<file path="src/rtl/fifo_stream_reader_pkg.sv">
// Shared types and constants for the FIFO stream reader.
package fifo_stream_reader_pkg;

    typedef enum logic [1:0] {
        ST_IDLE  = 2'd0,
        ST_RUN   = 2'd1,
        ST_DRAIN = 2'd2
    } state_t;

    localparam int OBUF_DEPTH = 3;

    // Advance a circular pointer over the OBUF_DEPTH-entry buffer.
    function automatic logic [1:0] ptr_inc(input logic [1:0] p);
        return (p == 2'(OBUF_DEPTH - 1)) ? 2'd0 : p + 2'd1;
    endfunction

endpackage

</file>
<file path="src/rtl/fifo_stream_obuf.sv">
// Three-entry circular output buffer between the FIFO read pipeline and the stream.
module fifo_stream_obuf
    import fifo_stream_reader_pkg::*;
#(
    parameter int DATA_WIDTH = 8
) (
    input  logic                  clk,
    input  logic                  rst_n,
    input  logic                  push,
    input  logic                  pop,
    input  logic [DATA_WIDTH-1:0] din,
    output logic [DATA_WIDTH-1:0] dout,
    output logic [1:0]            occ
);

    logic [DATA_WIDTH-1:0] mem [OBUF_DEPTH];
    logic [1:0]            head;
    logic [1:0]            tail;
    logic                  push_ok;
    logic                  pop_ok;

    // The issue rule keeps push away from a full buffer; the guards only
    // protect the pointers if that ever breaks.
    assign push_ok = push && (occ != 2'(OBUF_DEPTH));
    assign pop_ok  = pop && (occ != 2'd0);
    assign dout    = mem[head];

    // Storage: cleared on reset so m_data reads 0 out of reset.
    always_ff @(posedge clk or negedge rst_n) begin
        if (!rst_n) begin
            for (int i = 0; i < OBUF_DEPTH; i++) mem[i] <= '0;
        end else if (push_ok) begin
            mem[tail] <= din;
        end
    end

    // Pointers and occupancy; simultaneous push and pop leave occ unchanged.
    always_ff @(posedge clk or negedge rst_n) begin
        if (!rst_n) begin
            head <= 2'd0;
            tail <= 2'd0;
            occ  <= 2'd0;
        end else begin
            if (push_ok) tail <= ptr_inc(tail);
            if (pop_ok)  head <= ptr_inc(head);
            case ({push_ok, pop_ok})
                2'b10:   occ <= occ + 2'd1;
                2'b01:   occ <= occ - 2'd1;
                default: occ <= occ;
            endcase
        end
    end

endmodule

</file>
<file path="src/rtl/fifo_stream_reader.sv">
// Read-side controller: pops a registered-read FIFO and presents the words
// as a valid/ready stream with packet framing. Reads are issued from
// registered state only, so m_ready never reaches fifo_rd combinationally.
module fifo_stream_reader
    import fifo_stream_reader_pkg::*;
#(
    parameter int DATA_WIDTH = 8,
    parameter int PKT_LEN    = 4
) (
    input  logic                  clk,
    input  logic                  rst_n,
    input  logic                  enable,
    input  logic                  fifo_empty,
    input  logic [DATA_WIDTH-1:0] fifo_data,
    output logic                  fifo_rd,
    output logic                  fifo_en,
    output logic                  m_valid,
    input  logic                  m_ready,
    output logic [DATA_WIDTH-1:0] m_data,
    output logic                  m_last,
    output logic                  busy,
    output logic                  idle_pulse
);

    localparam int             BW       = (PKT_LEN > 1) ? $clog2(PKT_LEN) : 1;
    localparam logic [BW-1:0]  BEAT_MAX = BW'(PKT_LEN - 1);

    state_t          state;
    state_t          state_nxt;
    logic            inflight;
    logic [1:0]      occ;
    logic [BW-1:0]   beat_cnt;
    logic [2:0]      pending;
    logic            drained;
    logic            drain_close;
    logic            pop;

    // Words owed to the stream: buffered plus the one read in flight.
    assign pending     = {1'b0, occ} + {2'b0, inflight};
    assign drained     = (occ == 2'd0) && !inflight;
    // Final word of a drain closes whatever packet is open.
    assign drain_close = (state == ST_DRAIN) && (occ == 2'd1) && !inflight;

    assign m_valid = (occ != 2'd0);
    assign pop     = m_valid && m_ready;
    assign m_last  = m_valid && ((beat_cnt == BEAT_MAX) || drain_close);

    // State register.
    always_ff @(posedge clk or negedge rst_n) begin
        if (!rst_n) state <= ST_IDLE;
        else        state <= state_nxt;
    end

    // Next-state logic; re-enabling during a drain resumes reading at once.
    always_comb begin
        state_nxt = state;
        case (state)
            ST_IDLE:  if (enable) state_nxt = ST_RUN;
            ST_RUN:   if (!enable) state_nxt = ST_DRAIN;
            ST_DRAIN: begin
                if (enable)       state_nxt = ST_RUN;
                else if (drained) state_nxt = ST_IDLE;
            end
            default:  state_nxt = ST_IDLE;
        endcase
    end

    // Outputs decoded from state; reads stop once three words are owed.
    always_comb begin
        fifo_en    = 1'b0;
        fifo_rd    = 1'b0;
        busy       = 1'b0;
        idle_pulse = 1'b0;
        case (state)
            ST_RUN: begin
                fifo_en = 1'b1;
                busy    = 1'b1;
                fifo_rd = !fifo_empty && (pending < 3'(OBUF_DEPTH));
            end
            ST_DRAIN: begin
                fifo_en    = 1'b1;
                busy       = 1'b1;
                idle_pulse = !enable && drained;
            end
            default: ;
        endcase
    end

    // The FIFO returns data one cycle after an accepted read.
    always_ff @(posedge clk or negedge rst_n) begin
        if (!rst_n) inflight <= 1'b0;
        else        inflight <= fifo_rd;
    end

    // Beat counter for framing; a drain-closed packet restarts at beat 0.
    always_ff @(posedge clk or negedge rst_n) begin
        if (!rst_n) begin
            beat_cnt <= '0;
        end else if (pop) begin
            if ((beat_cnt == BEAT_MAX) || drain_close) beat_cnt <= '0;
            else                                       beat_cnt <= beat_cnt + 1'b1;
        end
    end

    fifo_stream_obuf #(
        .DATA_WIDTH(DATA_WIDTH)
    ) u_obuf (
        .clk  (clk),
        .rst_n(rst_n),
        .push (inflight),
        .pop  (pop),
        .din  (fifo_data),
        .dout (m_data),
        .occ  (occ)
    );

endmodule

</file>
<file path="config.mk">
export PLATFORM = sky130hd
export DESIGN_NAME = fifo_stream_reader
export DESIGN_NICKNAME = d
export VERILOG_FILES = /design/src/rtl/fifo_stream_reader_pkg.sv /design/src/rtl/fifo_stream_obuf.sv /design/src/rtl/fifo_stream_reader.sv
export SDC_FILE = /design/constraint.sdc
export NUM_CORES = 1
export LEC_CHECK = 0
export CORE_MARGIN = 2
export CORE_UTILIZATION = 55
export DETAILED_ROUTE_END_ITERATION = 8
export PLACE_DENSITY = 0.82
export SYNTH_ARGS = -nofsm -noshare
export SYNTH_HDL_FRONTEND = slang
export SYNTH_HIERARCHICAL = 1
export SYNTH_SLANG_ARGS = --single-unit
</file>
<file path="constraint.sdc">
create_clock -name clk -period 3.15 [get_ports clk]
set_input_delay 0.945 -clock clk [delete_from_list [all_inputs] [get_ports clk]]
set_output_delay 0.945 -clock clk [all_outputs]
set_load 0.1 [all_outputs]
</file>
==> metrics.txt, run 1 <==
Final Hold Slack 0.495 ns; fraction of synthesized cell area in xor and xnor cells 1.50%; first-pass GRT wire length 5580 um; Root Buffer clkbuf_4; Starting Density 57.7%; top cells by instance count after synthesis dfrtp_1 (35), mux2_2 (16), nand2_1 (15); multiplexer share of the synthesized area 22.3%; area growth from synthesis to layout 27.9%; worst path bufs/invs 1; Finish-stage setup viols 0; final core occ 73.8%; CTS Buf Count 5; CTS tree built; grt ovf 0; H-tree depth 2; clk_lat worst skew 0.33 ns; Core Region 3030 sq um; CP max stage cell dfrtp_1; WS Path Type reg2out; Slew Limit Fails 0; simple-gate area share of the yosys netlist 8.95%; max-cap viol count 0; Hold Vio Cnt, Final 0; num rows 20; DIE AREA 3650 sq um; post_cts resized 0; PortBufs 26; EDFF count, synth 0; Hold Path Class reg2reg; clk buf depth 2; main combinational cell family by area after synthesis multiplexers; register area share after synthesis 50.1%; Ant. Diodes 0; DR WL/cell 14.9 um; first-pass iteration count of the detailed router 4; Synth Area in Adders 5.73%; Post-synth top flop dfrtp_1; crit-path max cell delay 0.51 ns; post-route ant nets 0; initial antenna violation count 0; final wirelength 3270 um; setup tns final 0 ns; hold_buf cts 0; fill cell count 197; HPWL Detailed 2410 um; syn nets 165; Yosys top cell area share 50.1%; Slew Limit Headroom 59.0%; Worst Tran Pin Value 0.615 ns; CP arrival 2.06 ns; share of flip-flops with an asynchronous set or reset 100%; Syn Std Cell Area 1750 sq um; fmax 333 MHz; Cell variety after synth 33; clock net sink count 35; largest net degree at the start of global routing 36; vias in the first global route 1,248; synth top area cells dfrtp_1 (50%), mux2_2 (10%), mux2_4 (6.9%), ha_1 (5.7%), mux2i_1 (5.2%); outcome completed; most frequent cell after synthesis dfrtp_1; Tcrit/Tclk final 95.3%; Setup Buffers After CTS 0; Synth area leader dfrtp_1; Gate Count Post-Synth 144; synth warn 6; RSZ-0062 raised after global routing no; crit path time final 3.00 ns; die width 60.4 um; DR vias 1,184; Worst path most repeated cell ha_1; First DRT Iteration DRCs 46; clock transition at the registers of the reported paths 0.09 ns; fin nets 195; vias per cell 5.41; clock skew 0.00577 ns; CP Data Required Time 2.20 ns; Synth Area in Compound Gates 8.09%; share of layout cells above drive strength 1 30.3%; Critical Path Fanout Max 10; IO Pins 27; GPL Wtd Cong 0.735; Yosys reg bits 35; crit path capture type output port; Syn Area/Cell 12.1 sq um; total track usage 21.5%; Startpoint Class flip-flop; kind of cell adding the most delay to the critical path adder cells; Die Y 60.4 um; DRC violations left 0; CP Cell Sequence ha_1, ha_1, a2111oi_4, buf_12
==> layout make-up <==
type	count	area [sq um]	share of cell area [%]
multi-input cells	97	845	37.8
clock buffers	8	68.8	3.08
inverters	7	26.3	1.18
well taps	44	55.1	2.46
flip-flops and latches	35	876	39.2
repair buffers	28	365	16.3
==> cell usage in the layout, fill, tap and decap left out, types with 2 or more instances in the layout <==
cell and n:
inv_1 6, o21ai_0 5, nor3_1 3, nand3b_1 2, a21o_1 2, o21ai_1 8
xnor2_1 2, mux2_4 8, ha_1 8, mux2_2 16, nor2b_1 2, buf_4 6
clkbuf_8 2, nand2_1 15, dfrtp_1 35, buf_12 10, nor2_1 2, clkdlybuf4s50_1 12
clkbuf_4 5, mux2i_1 9
==> final timing paths <==
check                               from            end  slack [ns]  depth (start not counted)
max                        u_obuf/occ[0]        fifo_rd        0.15                          4
min                          beat_cnt[1]    beat_cnt[1]        0.49                          2
max reg2reg                u_obuf/occ[0]  u_obuf/occ[1]        1.02                          8
min reg2reg                  beat_cnt[1]    beat_cnt[1]        0.49                          2
max in group asynchronous          rst_n  u_obuf/mem[6]        1.83                          2
min in group asynchronous          rst_n    beat_cnt[1]        1.01                          2
==> cell families (layout without fill, tap and decap cells) <==
group / Yosys count / in the layout
AND/OR/NAND/NOR: 31 / 31
AO/OA/AOI/OAI: 22 / 22
XOR/XNOR: 3 / 3
flip-flops: 35 / 35
adder cells (fa/ha/maj): 8 / 8
multiplexers: 33 / 33
buffers and inverters: 12 / 43
==> worst reg2reg max path, stage by stage, from the launching register on <==
cell	delay [ns]
dfrtp_1	0.51
o21ai_0	0.47
inv_1	0.08
o21ai_0	0.22
inv_1	0.13
ha_1	0.22
xnor2_1	0.13
nor2_1	0.13
xor2_1	0.17
==> metal layers <==
layer / share of wire [%] / vias up / global-route usage, %
li1: - / 570 / -
met1: 44 / 591 / 26.1
met2: 52 / 23 / 36.0
met3: 3.7 / 0 / 7.04
met4: 0 / 0 / 7.62
met5: 0 / - / 0
==> registers in the layout (all words and copies together), names as in the netlist <==
register,count
beat_cnt,2
u_obuf/occ,2
inflight,1
u_obuf/mem,24
u_obuf/head,2
state,2
u_obuf/tail,2
==> stage by stage <==
step / cells / area [sq um] / worst slack (ns)
2_1_floorplan: 144 / 1780 / 0.00222
3_3_place_gp: 211 / 2170 / 0.224
3_5_place_dp: 211 / 2170 / 0.186
4_1_cts: 219 / 2240 / 0.122
5_1_grt: 219 / 2240 / 0.0634
6_report: 219 / 2240 / 0.147
Power of run 1 is left out: the tool's default activity adds up to more than one toggle a clock period on the data nets, which glitch-free logic cannot reach.
==> inputs of run 2 (changes only) <==
--- a/config.mk
+++ b/config.mk
@@ -5,7 +5,7 @@
 export SDC_FILE = /design/constraint.sdc
 export NUM_CORES = 1
 export LEC_CHECK = 0
-export CORE_MARGIN = 2
+export CORE_MARGIN = 4
 export CORE_UTILIZATION = 55
 export DETAILED_ROUTE_END_ITERATION = 8
 export PLACE_DENSITY = 0.82
@@ -13,3 +13,4 @@
 export SYNTH_HDL_FRONTEND = slang
 export SYNTH_HIERARCHICAL = 1
 export SYNTH_SLANG_ARGS = --single-unit
+export TNS_END_PERCENT = 50
==> metrics.txt, run 2 (same netlist as run 1, synthesis figures left out) <==
Core Region 3050 sq um; num rows 20; most common cell after layout, fill and taps aside dfrtp_1; Starting Density 57.3%; post_cts resized 0; Setup Buffers After CTS 0; total track usage 19.3%; PortBufs 26; share of layout cells above drive strength 1 31.1%; Top reg by flops u_obuf/mem; fin area 2240 sq um; clock net sink count 35; max-cap viol count 0; DIE AREA 4140 sq um; grt ovf 0; vias per cell 5.37; crit path time final 3.03 ns; CP Data Required Time 2.20 ns; Worst Tran Pin Value 0.578 ns; Startpoint Class flip-flop; vias in the first global route 1,259; RSZ-0062 raised after global routing no; First DRT Iteration DRCs 27; DRC violations left 0; area growth from synthesis to layout 27.9%; GPL Wtd Cong 0.709; placed cell area 2180 sq um; IO Pins 27; outcome completed; Slew Limit Headroom 61.5%; first-pass iteration count of the detailed router 4; Root Buffer clkbuf_4; CTS tree built; clock transition at the registers of the reported paths 0.10 ns; CP arrival 2.09 ns; clock skew 0.0155 ns; setup tns final 0 ns; Tcrit/Tclk final 96.2%; crit path capture type output port; clk buf depth 2; DP Worst Slack 0.183 ns; fin nets 197; Critical Path Fanout Max 10; fmax 330 MHz; fill cell count 223; Hold Vio Cnt, Final 0; post-route ant nets 0; Hold Path Class reg2reg; first-pass GRT wire length 6010 um; Final Hold Slack 0.514 ns; hold_buf cts 0; DR vias 1,186; CTS Buf Count 5; number of flip-flops under the largest register name 24; Worst Setup Slack, final 0.119 ns; initial antenna violation count 0; Finish-stage setup viols 0; final wirelength 3500 um; die width 64.4 um; Ant. Diodes 0; clk_lat worst skew 0.34 ns; HPWL Detailed 2490 um; commonest non-fill, non-tap cells in the layout dfrtp_1 (35), mux2_2 (16), nand2_1 (15); largest net degree at the start of global routing 36; DR WL/cell 15.8 um; H-tree depth 2; Slew Limit Fails 0; WS Path Type reg2out; Die Y 64.4 um
## run 2: changes by cell type in the layout (fill, tap and decap cells not counted), sizes merged
cell,previous run,this run
buf,16,18
clkbuf,8,6
clkinv,0,1
clkinvlp,0,1
## run 2: routing by layer
metal	GRT usage (%)	wire length, um	vias to the layer above
li1	-	-	573
met1	24.1	1530	585
met2	31.2	1820	24
met3	7.56	121	4
met4	5.28	20	0
met5	0	0	-
## run 2: worst max-delay path, cell delays in order, from the launching register on
cell	delay, ns
dfrtp_1	0.51
ha_1	0.24
ha_1	0.30
a2111oi_4	0.47
buf_12	0.23
## run 2: path summary, 6_finish.rpt
kind	slack (ns)	from	to	cells past startpoint
min	0.51	beat_cnt[1]	beat_cnt[1]	2
max	0.12	u_obuf/occ[0]	fifo_rd	4
min reg2reg	0.51	beat_cnt[1]	beat_cnt[1]	2
max reg2reg	1.02	u_obuf/occ[0]	u_obuf/occ[1]	7
min in group asynchronous	1.00	rst_n	u_obuf/mem[22]	2
max in group asynchronous	1.83	rst_n	u_obuf/tail[0]	2
## run 2: stage by stage
| step | std cells | utilization (%) |
|---|---|---|
| 2_1_floorplan | 144 | - |
| 3_3_place_gp | 213 | 71.5 |
| 3_5_place_dp | 213 | 71.5 |
| 4_1_cts | 221 | 73.2 |
| 5_1_grt | 221 | 73.2 |
| 6_report | 221 | 73.2 |
## run 2: layout make-up
cell class	instances	area [sq um]	area share (%)
tap	44	55.1	2.46
clock buffer	6	41.3	1.85
timing repair buffer	30	380	17.0
inverter	7	26.3	1.18
sequential	35	876	39.2
clock inverter	2	12.5	0.560
multi-input combinational	97	845	37.8
Power of run 2 is left out for the same reason.
